## src/rtl/lc3b_mem_arbiter.sv

```systemverilog
// Two-port (fetch A, data B) arbiter onto one physical memory port.
// Define LC3B_ARB_ROUND_ROBIN_EN for round-robin conflict resolution.
module lc3b_mem_arbiter (
  input  logic        clk,
  input  logic        reset,
  input  logic        mem_read_a,
  input  logic [15:0] mem_address_a,
  output logic [15:0] mem_rdata_a,
  output logic        mem_resp_a,
  input  logic        mem_read_b,
  input  logic        mem_write_b,
  input  logic [1:0]  mem_byte_enable_b,
  input  logic [15:0] mem_address_b,
  input  logic [15:0] mem_wdata_b,
  output logic [15:0] mem_rdata_b,
  output logic        mem_resp_b,
  output logic        pmem_read,
  output logic        pmem_write,
  output logic [1:0]  pmem_byte_enable,
  output logic [15:0] pmem_address,
  output logic [15:0] pmem_wdata,
  input  logic [15:0] pmem_rdata,
  input  logic        pmem_resp
);

  typedef logic [15:0] lc3b_word;
  typedef enum logic [1:0] {IDLE, BUSY, RESP} state_t;

  state_t   state_q, state_d;
  logic     req_a, req_b, pick_b, grant;
  logic     gnt_b_q, wr_q;
  logic [1:0] be_q;
  lc3b_word addr_q, wdata_q;
  lc3b_word rdata_a_q, rdata_b_q;

  assign req_a = mem_read_a;
  assign req_b = mem_read_b | mem_write_b;

`ifdef LC3B_ARB_ROUND_ROBIN_EN
  logic b_next_q;

  assign pick_b = req_b & (~req_a | b_next_q);

  always_ff @(posedge clk or posedge reset) begin
    if (reset)
      b_next_q <= 1'b1;
    else if (grant)
      b_next_q <= ~pick_b;
  end
`else
  assign pick_b = req_b;
`endif

  always_ff @(posedge clk or posedge reset) begin
    if (reset)
      state_q <= IDLE;
    else
      state_q <= state_d;
  end

  always_comb begin
    state_d = state_q;
    grant   = 1'b0;
    unique case (state_q)
      IDLE: begin
        if (req_a | req_b) begin
          grant   = 1'b1;
          state_d = BUSY;
        end
      end
      BUSY: begin
        if (pmem_resp)
          state_d = RESP;
      end
      RESP:    state_d = IDLE;
      default: state_d = IDLE;
    endcase
  end

  // Request is captured at grant so the physical port ignores requester changes.
  always_ff @(posedge clk or posedge reset) begin
    if (reset) begin
      gnt_b_q   <= 1'b0;
      wr_q      <= 1'b0;
      be_q      <= 2'b00;
      addr_q    <= '0;
      wdata_q   <= '0;
      rdata_a_q <= '0;
      rdata_b_q <= '0;
    end else begin
      if (grant) begin
        gnt_b_q <= pick_b;
        wr_q    <= pick_b & mem_write_b;
        addr_q  <= pick_b ? mem_address_b : mem_address_a;
        wdata_q <= pick_b ? mem_wdata_b : '0;
        be_q    <= (pick_b & mem_write_b) ? mem_byte_enable_b : 2'b11;
      end
      if (state_q == BUSY && pmem_resp) begin
        if (gnt_b_q)
          rdata_b_q <= pmem_rdata;
        else
          rdata_a_q <= pmem_rdata;
      end
    end
  end

  assign pmem_read        = (state_q == BUSY) & ~wr_q;
  assign pmem_write       = (state_q == BUSY) & wr_q;
  assign pmem_byte_enable = be_q;
  assign pmem_address     = addr_q;
  assign pmem_wdata       = wdata_q;

  assign mem_resp_a  = (state_q == RESP) & ~gnt_b_q;
  assign mem_resp_b  = (state_q == RESP) & gnt_b_q;
  assign mem_rdata_a = rdata_a_q;
  assign mem_rdata_b = rdata_b_q;

endmodule

```

## config.mk

```make
export PLATFORM = sky130hd
export DESIGN_NAME = lc3b_mem_arbiter
export DESIGN_NICKNAME = d
export VERILOG_FILES = /design/src/rtl/lc3b_mem_arbiter.sv
export SDC_FILE = /design/constraint.sdc
export NUM_CORES = 1
export LEC_CHECK = 0
export CAP_MARGIN = 20
export CORE_MARGIN = 3
export CORE_UTILIZATION = 45
export CTS_BUF_LIST = sky130_fd_sc_hd__clkbuf_4
export DETAILED_ROUTE_END_ITERATION = 10
export GPL_TIMING_DRIVEN = 1
export PLACE_DENSITY = 0.88
export SKIP_LAST_GASP = 1
export SLEW_MARGIN = 30
export SYNTH_ARGS = -nofsm -noshare
export SYNTH_HDL_FRONTEND = slang
export SYNTH_SLANG_ARGS = --single-unit
```

## constraint.sdc

```tcl
create_clock -name clk -period 4.6 [get_ports clk]
set_input_delay 0.46 -clock clk [delete_from_list [all_inputs] [get_ports clk]]
set_output_delay 0.46 -clock clk [all_outputs]
set_load 0.02 [all_outputs]
```

# --- After elaboration in Yosys (flattened, before gate mapping) ---
# Cells that the tools add are included.
op_classes:
  n_bitwise: 9
  muxes: 8
  reduce_logical: 5
  eq_ne: 4
ops:
  columns: ["op", "count"]
  rows:
  - ["16-bit two-way mux", 2]
  - ["2-bit two-way mux", 3]
  - ["2-bit AND reduction", 3]
  - ["1-bit AND", 5]
  - ["2-bit inequality test, second input constant", 2]
  - ["2-bit case mux with 2 select lines", 1]
  - ["2-bit by 1-bit equality test with 1-bit output, second input constant", 1]
  - ["2-bit equality test, second input constant", 1]
  - ["2-bit zero test", 1]
  - ["1-bit two-way mux", 2]
  - ["1-bit inverter", 2]
  - ["1-bit bitwise OR", 2]
  - ["1-bit logical AND", 1]
totals:
  input_bits: 72
  output_inout_bits: 70
  wordCells: 34
  regBits: 70

# --- Longest topological paths before layout ---
depth:
  depth_word: 4
  depth_mapped: 5
  depth_no_buf: 3

# --- Worst setup path before layout ---
# OpenSTA, ideal clock, no wires.
synth_path:
  path_type: "in2reg"
  from: "in mem_read_b"
  to: "reg addr_q[0], in the netlist pmem_address[0]"
  t_arrival_ns: 1.500
  n_path_buf: 1
  stages: 4
  required_ns: 4.472
  slack_ns: 2.973
  cell_sequence: "nor2_2 -> buf_6 -> mux2_1 -> mux2_1"
synth_between:
  elab_chain_len: 4
synth_lines:
  columns: ["item", "line", "text"]
  rows:
  - ["start, declared", "10", "input logic mem_read_b,"]
  - ["1-bit bitwise OR (*)", "37", "assign req_b = mem_read_b | mem_write_b;"]
  - ["1-bit bitwise OR", "66", "if (req_a | req_b) begin"]
  - ["1-bit two-way mux", "66", null]
  - ["1-bit two-way mux", "64", "unique case (state_q)"]
  - ["end signal, assigned", "94", "addr_q <= pick_b ? mem_address_b : mem_address_a;"]
  - ["end, declared", "33", "lc3b_word addr_q, wdata_q;"]
# Every way passes the cells marked *; elsewhere a longest branch is shown, timed or not.
# A chain may end at the register's enable or synchronous reset.

# --- Final worst setup path ---
layout_path:
  from: "reg state_q[0]"
  to: "out pmem_write"
layout_between:
  elab_chain_len: 2
layout_lines:
  columns: ["item", "line", "text"]
  rows:
  - ["start, declared", "29", "state_t state_q, state_d;"]
  - ["start signal, assigned", "58", "state_q <= state_d;"]
  - ["2-bit by 1-bit equality test with 1-bit output", "108", "assign pmem_write = (state_q == BUSY) & wr_q;"]
  - ["1-bit AND", "108", null]
  - ["end, declared", "18", "output logic pmem_write,"]
# Every way passes these cells.

==> summary.txt <==
Floorplanning
  • Die Wd: slightly below 90 um
  • Die area: ~7500 sq um
  • Initial Util: between 40% and 50%
  • I/O Pins: roughly 140
  • Core area: between 6000 and 7000 sq um
  • # rows: 28
  • Die height: a little under 90 um

CTS
  • CTS root buf: clkbuf_4
  • H-tree levels: 3
  • CTS tree: yes
  • Hold Buf Count CTS: 0
  • Resized Gates After CTS: 0
  • Clk sinks: 70
  • CTS Buffer Depth: 2
  • Post-CTS setup buffers: 0
  • TritonCTS Buffers: 9
  • Clk_lat worst skew: roughly 0.4 ns
  • Clock transition at the registers of the reported paths: approximately 0.12 ns

GRT
  • Largest net degree at the start of global routing: 39
  • Vias in the first global route: approximately 2.2k
  • Antenna violations before repair: 0
  • First-pass GRT wire length: 11600 um
  • Global-route usage over all layers: about a fifth
  • GRT overflow: 0

Critical path
  • Critical path data required time: 4.14 ns
  • Worst r2r src: state_q[1]
  • Worst Path Arrival: between 1.5 and 2 ns
  • CP Launch Type: flip-flop
  • Reg2reg end: mem_rdata_a[12]
  • Worst path bufs/invs: 1
  • Worst Setup Path Type: flip-flop to output pin
  • Worst path max stage delay: approximately 0.62 ns
  • CP max FO: 8
  • Delay-heaviest family, CP: buffers and inverters
  • Worst Setup End Kind: output pin
  • CP max stage cell: clkdlybuf4s50_1
  • R2R cell count: 4
  • Critical path cell sequence: and2b_2, and2_1, clkdlybuf4s50_1
  • Flop-to-flop setup slack: roughly 2.7 ns

Place
  • Placed cell count: 394
  • IO Port Bufs: approximately 140
  • Hpwl dp: approximately 5500 um
  • RD Place Congestion: around 0.70
  • Dpl ws: about 2.1 ns

Routing
  • DRT iter0 DRCs: 66
  • Drt drc: 0
  • Pre-antenna DRT Iters: 4
  • Wire length per cell: 17.6 um
  • Via count: slightly above 2k
  • DRT Wirelength: 7210 um
  • Final ANT Viol Nets: 0
  • Vias per cell: 5.05

Timing
  • Slew HR: a little under two fifths
  • Fin. Hold Viols: 0
  • Final Worst Setup Slack: approximately 2.2 ns
  • Setup TNS: 0 ns
  • Tcrit/Tclk final: between 50% and 60%
  • Setup violations, final: 0
  • Unrepaired setup endpoints after global routing: no
  • Worst Tran Pin Value: about 0.92 ns
  • Worst Hold Slack: roughly 0.48 ns
  • Tmin final: roughly 2.4 ns
  • Max Fclk: ~410 MHz
  • Final slew viol count: 0
  • Worst Skew: 0.0166 ns

Synthesis
  • Multiplexer area fraction after synthesis: between 20% and 30%
  • Post-synthesis register bit count: 70
  • Largest family of logic cells by synthesized area: multiplexers
  • Synth warn: 0
  • Compound-gate portion of the synthesized area: under 10%
  • Largest cells by area after synthesis: dfrtp_1 60%, mux2_2 20%, mux2_4 5.1%
  • Synth Area in Adders: 0%
  • Post-Synthesis Cells: about 180
  • Post-Syn Area: slightly below 3000 sq um
  • Yosys cell types: 26
  • Synthesized area per cell: approximately 16 sq um
  • Post-Syn Nets: approximately 260
  • Top-area cell type share of the netlist area: approximately 60%
  • Xor and xnor area share after synthesis: 0%
  • Post-synthesis simple-gate area fraction: about 4.3%
  • Dominant cell type by area after synthesis: dfrtp_1
  • Post-synthesis sequential area ratio: 59.7%

Run
  • Maximum capacitance violations: 0

Cells and area
  • Final net count: ~400
  • Fraction of layout cells with a size suffix above 1: a little over a quarter
  • Syn-to-layout area delta: 55.4%
  • Final std cells w/o fill: 410
  • Diodes inserted: 0

Hold path
  • Hold/Removal Path Class: input port to async pin

Power and ir drop
  • Pwr Density: 709 nW/um^2
  • Leakage: 1.92 nW
  • Overall power: between 3 and 4 mW
  • Maximum vdd drop: ~0.43 mV

Outcome
  • Outcome: finished, final reports clean
==> worst max path at each step <==
stage	slack [ns]	cells after the start	end	start
2_1_floorplan	2.37	1	gnt_b_q	reset
3_3_place_gp	2.09	4	pmem_wdata[0]	mem_write_b
3_5_place_dp	2.07	4	pmem_wdata[2]	mem_write_b
4_1_cts	2.18	3	pmem_write	state_q[0]
5_1_grt	2.05	3	pmem_write	state_q[0]
6_report	2.18	3	pmem_write	state_q[0]
==> per-layer routing <==
layer	vias up	global-route usage, %	wire (um)
met5	-	0	0
met4	0	8.92	121
met3	9	4.47	370
met2	67	35.2	3840
met1	1031	24.4	2880
li1	965	-	-
==> worst register-to-register path, stage by stage (launching register included) <==
cell and delay (ns):
dfrtp_1 0.51, nand2b_4 0.21, nor3b_4 0.53, buf_6 0.24, mux2_2 0.35
==> report_power, final <==
group	internal [mW]	leakage, nW	switching [mW]
Clock	0.234	0.0833	0.208
Sequential	0.921	0.835	0.189
Combinational	0.918	1.00	0.761
Total	2.07	1.92	1.16
==> synthesized netlist by cell type (all sizes together) <==
master	number
nand3	1
nor3b	2
nand2	1
and3b	1
a21oi	2
a22o	16
nor4b	2
o31ai	1
nor3	1
dfrtp	70
inv	3
and2b	1
o21ai	1
nor2	3
buf	9
nand2b	1
a21o	1
and2	2
mux2	65
==> logic make-up after synthesis <==
group,count (synthesis)
AO/OA/AOI/OAI,21
buffers and inverters,12
flip-flops,70
AND/OR/NAND/NOR,15
multiplexers,65
==> flip-flops by register name (all words and copies together), names as in the netlist <==
register          count
wr_q                  1
gnt_b_q               1
pmem_address         16
mem_rdata_b          16
pmem_wdata           16
pmem_byte_enable      2
mem_rdata_a          16
state_q               2
==> area by class of cell <==
cell class | count | area (sq um)
Multi-Input combinational cell | 101 | 1090
Sequential cell | 70 | 1750
Timing Repair Buffer | 145 | 1450
Inverter | 3 | 11.3
Fill cell | 399 | 1570
Tap cell | 75 | 93.8
Clock buffer | 11 | 82.6
Clock inverter | 5 | 83.8
==> layout by cell type, fill, tap and decap left out, drive strengths merged, types with 3 or more instances in the layout <==
cell           instances
a22o                  16
dfrtp                 70
buf                    4
inv                    3
nor2                   3
clkdlybuf4s50        141
mux2                  65
clkbuf                11
==> through the flow <==
| step | util (%) | instance area (sq um) |
|---|---|---|
| 3_3_place_gp | 71.2 | 4360 |
| 6_report | 74.3 | 4560 |
| 3_5_place_dp | 71.5 | 4390 |
| 4_1_cts | 74.2 | 4550 |
| 5_1_grt | 74.3 | 4560 |
| 2_1_floorplan | - | 2930 |
No activity file was read; power rests on OpenSTA's default activity.
